$ cat src/rtl/sram_sprite_writer.sv
// sram_sprite_writer: streams one 16-line sprite into async SRAM; readback verify built when SPRITE_WR_VERIFY_EN is defined
module sram_sprite_writer #(
    parameter logic [19:0] BASE_ADDR = 20'h00000,
    parameter int          WE_PULSE  = 2
) (
    input  logic        clock,
    input  logic        reset,
    input  logic        start,
    input  logic [4:0]  sprite_number,
    input  logic [15:0] wr_data,
    input  logic        wr_valid,
    output logic        wr_ready,
    output logic        busy,
    output logic        done,
    output logic        verify_err,
    output logic [19:0] SRAM_ADDR,
    output logic [15:0] SRAM_DQ_out,
    output logic        SRAM_DQ_oe,
    input  logic [15:0] SRAM_DQ_in,
    output logic        SRAM_CE_N,
    output logic        SRAM_OE_N,
    output logic        SRAM_WE_N,
    output logic        SRAM_LB_N,
    output logic        SRAM_UB_N
);
    localparam int CW = (WE_PULSE > 2) ? $clog2(WE_PULSE) : 1;
    localparam logic [CW-1:0] PULSE_LAST = CW'(WE_PULSE - 1);

    typedef enum logic [3:0] {
        IDLE, WAIT_DATA, SETUP, PULSE, HOLD, DONE
`ifdef SPRITE_WR_VERIFY_EN
        , RD_SETUP, RD_WAIT, RD_CMP
`endif
    } state_t;

`ifdef SPRITE_WR_VERIFY_EN
    localparam state_t LINE_END = RD_CMP;
`else
    localparam state_t LINE_END = HOLD;
`endif

    state_t         state, state_d;
    logic [4:0]     sprite;
    logic [3:0]     line;
    logic [19:0]    addr;
    logic [15:0]    data;
    logic [CW-1:0]  cnt;
    logic           last_line;

    assign last_line = line == 4'hF;

    // state register; reset forces IDLE so every strobe drops on the next edge
    always_ff @(posedge clock) begin
        if (reset) state <= IDLE;
        else state <= state_d;
    end

    // next-state: one line per pass, cnt times the WE pulse and the read wait
    always_comb begin
        state_d = state;
        case (state)
            IDLE:      state_d = start ? WAIT_DATA : IDLE;
            WAIT_DATA: state_d = wr_valid ? SETUP : WAIT_DATA;
            SETUP:     state_d = PULSE;
            PULSE:     state_d = (cnt == PULSE_LAST) ? HOLD : PULSE;
`ifdef SPRITE_WR_VERIFY_EN
            HOLD:      state_d = RD_SETUP;
            RD_SETUP:  state_d = RD_WAIT;
            RD_WAIT:   state_d = (cnt == CW'(1)) ? RD_CMP : RD_WAIT;
            RD_CMP:    state_d = last_line ? DONE : WAIT_DATA;
`else
            HOLD:      state_d = last_line ? DONE : WAIT_DATA;
`endif
            DONE:      state_d = IDLE;
            default:   state_d = IDLE;
        endcase
    end

    // datapath: latch sprite on start, word and its address on accept, advance line at end of each line
    always_ff @(posedge clock) begin
        if (reset) begin
            sprite <= '0;
            line   <= '0;
            addr   <= '0;
            data   <= '0;
            cnt    <= '0;
        end else begin
            cnt <= (state_d == state) ? cnt + 1'b1 : '0;
            if (state == IDLE && start) begin
                sprite <= sprite_number;
                line   <= '0;
            end
            if (state == WAIT_DATA && wr_valid) begin
                data <= wr_data;
                addr <= BASE_ADDR + {11'd0, sprite, line};
            end
            if (state == LINE_END && !last_line) line <= line + 1'b1;
        end
    end

`ifdef SPRITE_WR_VERIFY_EN
    // sticky readback mismatch, cleared only by reset or an accepted start
    always_ff @(posedge clock) begin
        if (reset) verify_err <= 1'b0;
        else if (state == IDLE && start) verify_err <= 1'b0;
        else if (state == RD_CMP && SRAM_DQ_in != data) verify_err <= 1'b1;
    end
    assign SRAM_OE_N = !(state == RD_SETUP || state == RD_WAIT || state == RD_CMP);
`else
    logic unused_dq;
    assign unused_dq  = ^SRAM_DQ_in;
    assign verify_err = 1'b0;
    assign SRAM_OE_N  = 1'b1;
`endif

    assign wr_ready    = state == WAIT_DATA;
    assign busy        = state != IDLE;
    assign done        = state == DONE;
    assign SRAM_ADDR   = addr;
    assign SRAM_DQ_out = data;
    assign SRAM_DQ_oe  = state == SETUP || state == PULSE || state == HOLD;
    assign SRAM_WE_N   = state != PULSE;
    assign SRAM_CE_N   = !(SRAM_DQ_oe || !SRAM_OE_N);
    assign SRAM_LB_N   = SRAM_CE_N;
    assign SRAM_UB_N   = SRAM_CE_N;
endmodule

$ cat config.mk
export PLATFORM = sky130hd
export DESIGN_NAME = sram_sprite_writer
export DESIGN_NICKNAME = d
export VERILOG_FILES = /design/src/rtl/sram_sprite_writer.sv
export SDC_FILE = /design/constraint.sdc
export NUM_CORES = 1
export LEC_CHECK = 0
export BUFFER_PORTS_ARGS = -buffer_cell sky130_fd_sc_hd__buf_4
export CORE_MARGIN = 8
export CORE_UTILIZATION = 40
export CTS_CLUSTER_DIAMETER = 50
export DETAILED_ROUTE_END_ITERATION = 10
export PLACE_DENSITY = 0.75
export SLEW_MARGIN = 5
export SYNTH_ARGS = -nofsm -noshare
export SYNTH_HDL_FRONTEND = slang
export SYNTH_SLANG_ARGS = --single-unit
export TNS_END_PERCENT = 100
$ cat constraint.sdc
create_clock -name clock -period 1.55 [get_ports clock]
set_clock_uncertainty 0.2 [all_clocks]
set_input_delay 0.2325 -clock clock [delete_from_list [all_inputs] [get_ports clock]]
set_output_delay 0.2325 -clock clock [all_outputs]
set_load 0.005 [all_outputs]
==> impl_metrics.csv <==
group,metric,value,unit
outcome,status,"complete, but fails checks",
outcome,violations,"negative setup slack",
pwr,p_leak,1.26,nW
hold_path,min_from,"sprite_number[2]",
route,wl_per_cell,15.0,microns
cells_and_area,layout_common_cells,"69 x buf_4, 39 x nand2_1, 35 x dfxtp_1",
route,dr.pass1.iters,5,
sta,fin_crit,1.74,ns
pwr,p_int,1.71,mW
synth,yosys_warnings,0,
setup_path,crit_slowest_cell,"or3b_4",
floorplan,die_h,80.3,microns
setup_path,rrSetupSlack,-0.16,ns
setup_path,critical_path.max_stage_delay,0.40,ns
global_route,grt_pass1_wl,7650,microns
synth,synthCells,207,
setup_path,rr_startpoint,"state[0]",
cts,cts_root_buffer,"clkbuf_8",
floorplan,core_region_area,4000,sq um
route,viasPerCell,4.82,
pwr,power_frac_clock,29.9,%
setup_path,start_kind,"flip-flop",
sta,final.setup.tns,-3.35,ns
route,vias,1697,
route,ant_nets,0,
cells_and_area,drive_gt1_share,47.8,%
global_route,grt_pass1_vias,1625,
cells_and_area,finalNonFillerCells,352,
cts,numCtsBuffers,5,
cts,h-tree-depth,2,
placed_design,dp_cells,311,
global_route,grt_overflow,0,
pwr,finalPower,2.33,mW
sta,slew_headroom,65.8,%
hold_path,hp-class,"in2reg",
cts,clk_pin_slew_worst_paths,0.07,ns
floorplan,io_pins,87,
setup_path,ff2ff_path_depth,5,
global_route,antenna_found_initial,0,
setup_path,crit_chain,"or3b_4 > o21ai_2 > inv_2 > buf_4",
cells_and_area,area_growth,73.8,%
floorplan,die_area,6450,sq um
sta,finalCritPeriodShare,112,%
sta,rsz0062_at_grt,"true",
cells_and_area,nets,342,
synth,synth_seq_area_share,46.0,%
run,cap_violations,0,
cells_and_area,fill_cells,289,
synth,ys_ff_latch,38,
placed_design,io_buffers,57,
placed_design,dp_hpwl,2970,microns
floorplan,die-width,80.3,microns
pwr,swShare,26.6,%
cells_and_area,final_common_cell,"buf_4",
synth,avgSynthCellArea,7.99,sq um
hold_path,hold_end,"sprite[2]",
cts,clk_latency,0.28,ns
hold_path,hold_depth,3,
pwr,combinationalPowerShare,24.9,%
setup_path,rr_endpoint,"sprite[2]",
cts,cts_sinks,38,
floorplan,initial_utilization,41.4,%
pwr,worst_ir_drop_vdd,0.682,mV
setup_path,cp.arrival,1.31,ns
pwr,switchingPower,0.619,mW
route,first_iter_violations,96,
route,drc_errors,0,
sta,final_hold_viol_count,0,
pwr,power_frac_seq,45.2,%
synth,ys_types,34,
setup_path,end_kind,"output port",
sta,drv_slew,0,
cts,tritoncts,"yes",
global_route,globalRouteTotalUtil,14.8,%
cts,cts.path.max_buffers,2,
synth,synth_area,1650,sq um
global_route,grt_max_degree,39,
setup_path,required,1.12,ns
pwr,p_per_area,809,nW/um^2
route,routed_wl,5270,microns
sta,worst_pin_slew,0.513,ns
sta,finalSetupViolations,42,
setup_path,worstPathMaxFanout,3,
floorplan,core.rowCount,23,
sta,setup_ws,-0.189,ns
setup_path,critical_path_class,"reg2out",
sta,fmax,575,MHz
placed_design,gp_congestion,0.824,
[timing repair]
action,4_1_cts,5_1_grt
cloned,2,3
setup endpoints to repair,18,44
pin swaps,9,16
hold buffers,19,1
gates resized for setup,26,48
buffers inserted,4,3
hold endpoints to repair,19,1
[worst max path at each step]
stage	from	end	slack, ns	cells after the start
CTS	state[2]	SRAM_CE_N	-0.18	4
global route	state[2]	SRAM_LB_N	-0.23	4
floorplan	state[0]	line[3]	-0.08	5
global placement	state[2]	line[3]	-0.04	3
detailed placement	state[2]	line[0]	-0.07	3
finish	state[2]	SRAM_CE_N	-0.19	4
[final cells by class]
cell class / count / area, sq um / share of cell area [%]
antenna: 1 / 2.50 / 0.0871
clock buffer: 6 / 82.6 / 2.87
clock inverter: 2 / 12.5 / 0.435
inverter: 4 / 20.0 / 0.697
multi-input combinational: 144 / 943 / 32.8
sequential: 38 / 764 / 26.6
tap: 50 / 62.6 / 2.18
timing repair buffer: 107 / 986 / 34.3
[power groups by stage]
| stage | clock, mW | combinational [mW] | sequential, mW |
|---|---|---|---|
| 2_1_floorplan | 0 | 0.206 | 1.07 |
| 3_3_place_gp | 0 | 0.346 | 1.07 |
| 3_5_place_dp | 0 | 0.350 | 1.07 |
| 4_1_cts | 0.724 | 0.477 | 1.05 |
| 5_1_grt | 0.764 | 0.618 | 1.06 |
| 6_report | 0.696 | 0.578 | 1.05 |
[cell usage after synthesis]
library cell  instances  share of area, %
a2111oi_0             1              0.53
a21oi_1              31               9.4
a221oi_1              1              0.53
a31oi_1               1              0.38
and3_1                3               1.1
and3b_1               1              0.53
buf_1                 1              0.23
buf_2                 4               1.2
buf_4                15               6.8
buf_6                 1              0.68
clkbuf_1             10               2.3
clkbuf_2              1              0.30
conb_1                2              0.45
dfxtp_1              38                46
ha_1                  1              0.76
inv_1                 4              0.91
mux2i_1               5               3.0
nand2_1              55                12
nand3_1               5               1.5
nand4_1               2              0.76
nand4bb_1             1              0.68
nor2_1                6               1.4
nor2b_1               1              0.38
nor3_1                1              0.30
nor3b_1               2              0.91
nor4bb_1              1              0.61
o2111ai_1             1              0.53
o211ai_1              4               1.8
o21ai_0               2              0.61
o311ai_0              1              0.53
or3_1                 2              0.76
or3b_1                1              0.53
or4b_1                1              0.61
xor2_1                1              0.53
[sequential cells by signal, indices dropped and copies added, names as in the netlist]
register / count
SRAM_ADDR: 9
SRAM_DQ_out: 16
cnt: 1
line: 4
sprite: 5
state: 3
[metal layers]
layer	vias to the layer above	GRT usage (%)	routed length [microns]
li1	851	-	-
met1	790	16.5	2030
met2	46	25.5	2840
met3	10	3.91	264
met4	0	7.27	133
met5	-	0	0
[worst max-delay path: cells and delay by family, from the launching register on]
kind / cells / cell delay, ns
AND/OR/NAND/NOR: 1 / 0.40
flip-flops: 1 / 0.35
buffers and inverters: 2 / 0.19
AO/OA/AOI/OAI: 1 / 0.08
[metrics by stage]
step | worst slack [ns] | util (%) | area, sq um | hold WS (ns)
after floorplan | -0.0839 | - | 1710 | 0.122
after global placement | -0.0425 | 54.4 | 2180 | 0.238
after detailed placement | -0.0735 | 54.4 | 2180 | 0.247
after CTS | -0.184 | 65.3 | 2610 | 0.00546
after global routing | -0.226 | 71.8 | 2870 | 0.0249
final | -0.189 | 71.8 | 2870 | 0.00872
[kinds of logic after synthesis]
family / after synthesis / synth area share, %
multiplexers: 5 / 3.03
flip-flops: 38 / 46.0
buffers and inverters: 36 / 12.4
XOR/XNOR: 1 / 0.530
AO/OA/AOI/OAI: 42 / 14.3
adder cells (fa/ha/maj): 1 / 0.756
other: 2 / 0.454
AND/OR/NAND/NOR: 82 / 22.5
(Power assumes the default switching activity.)
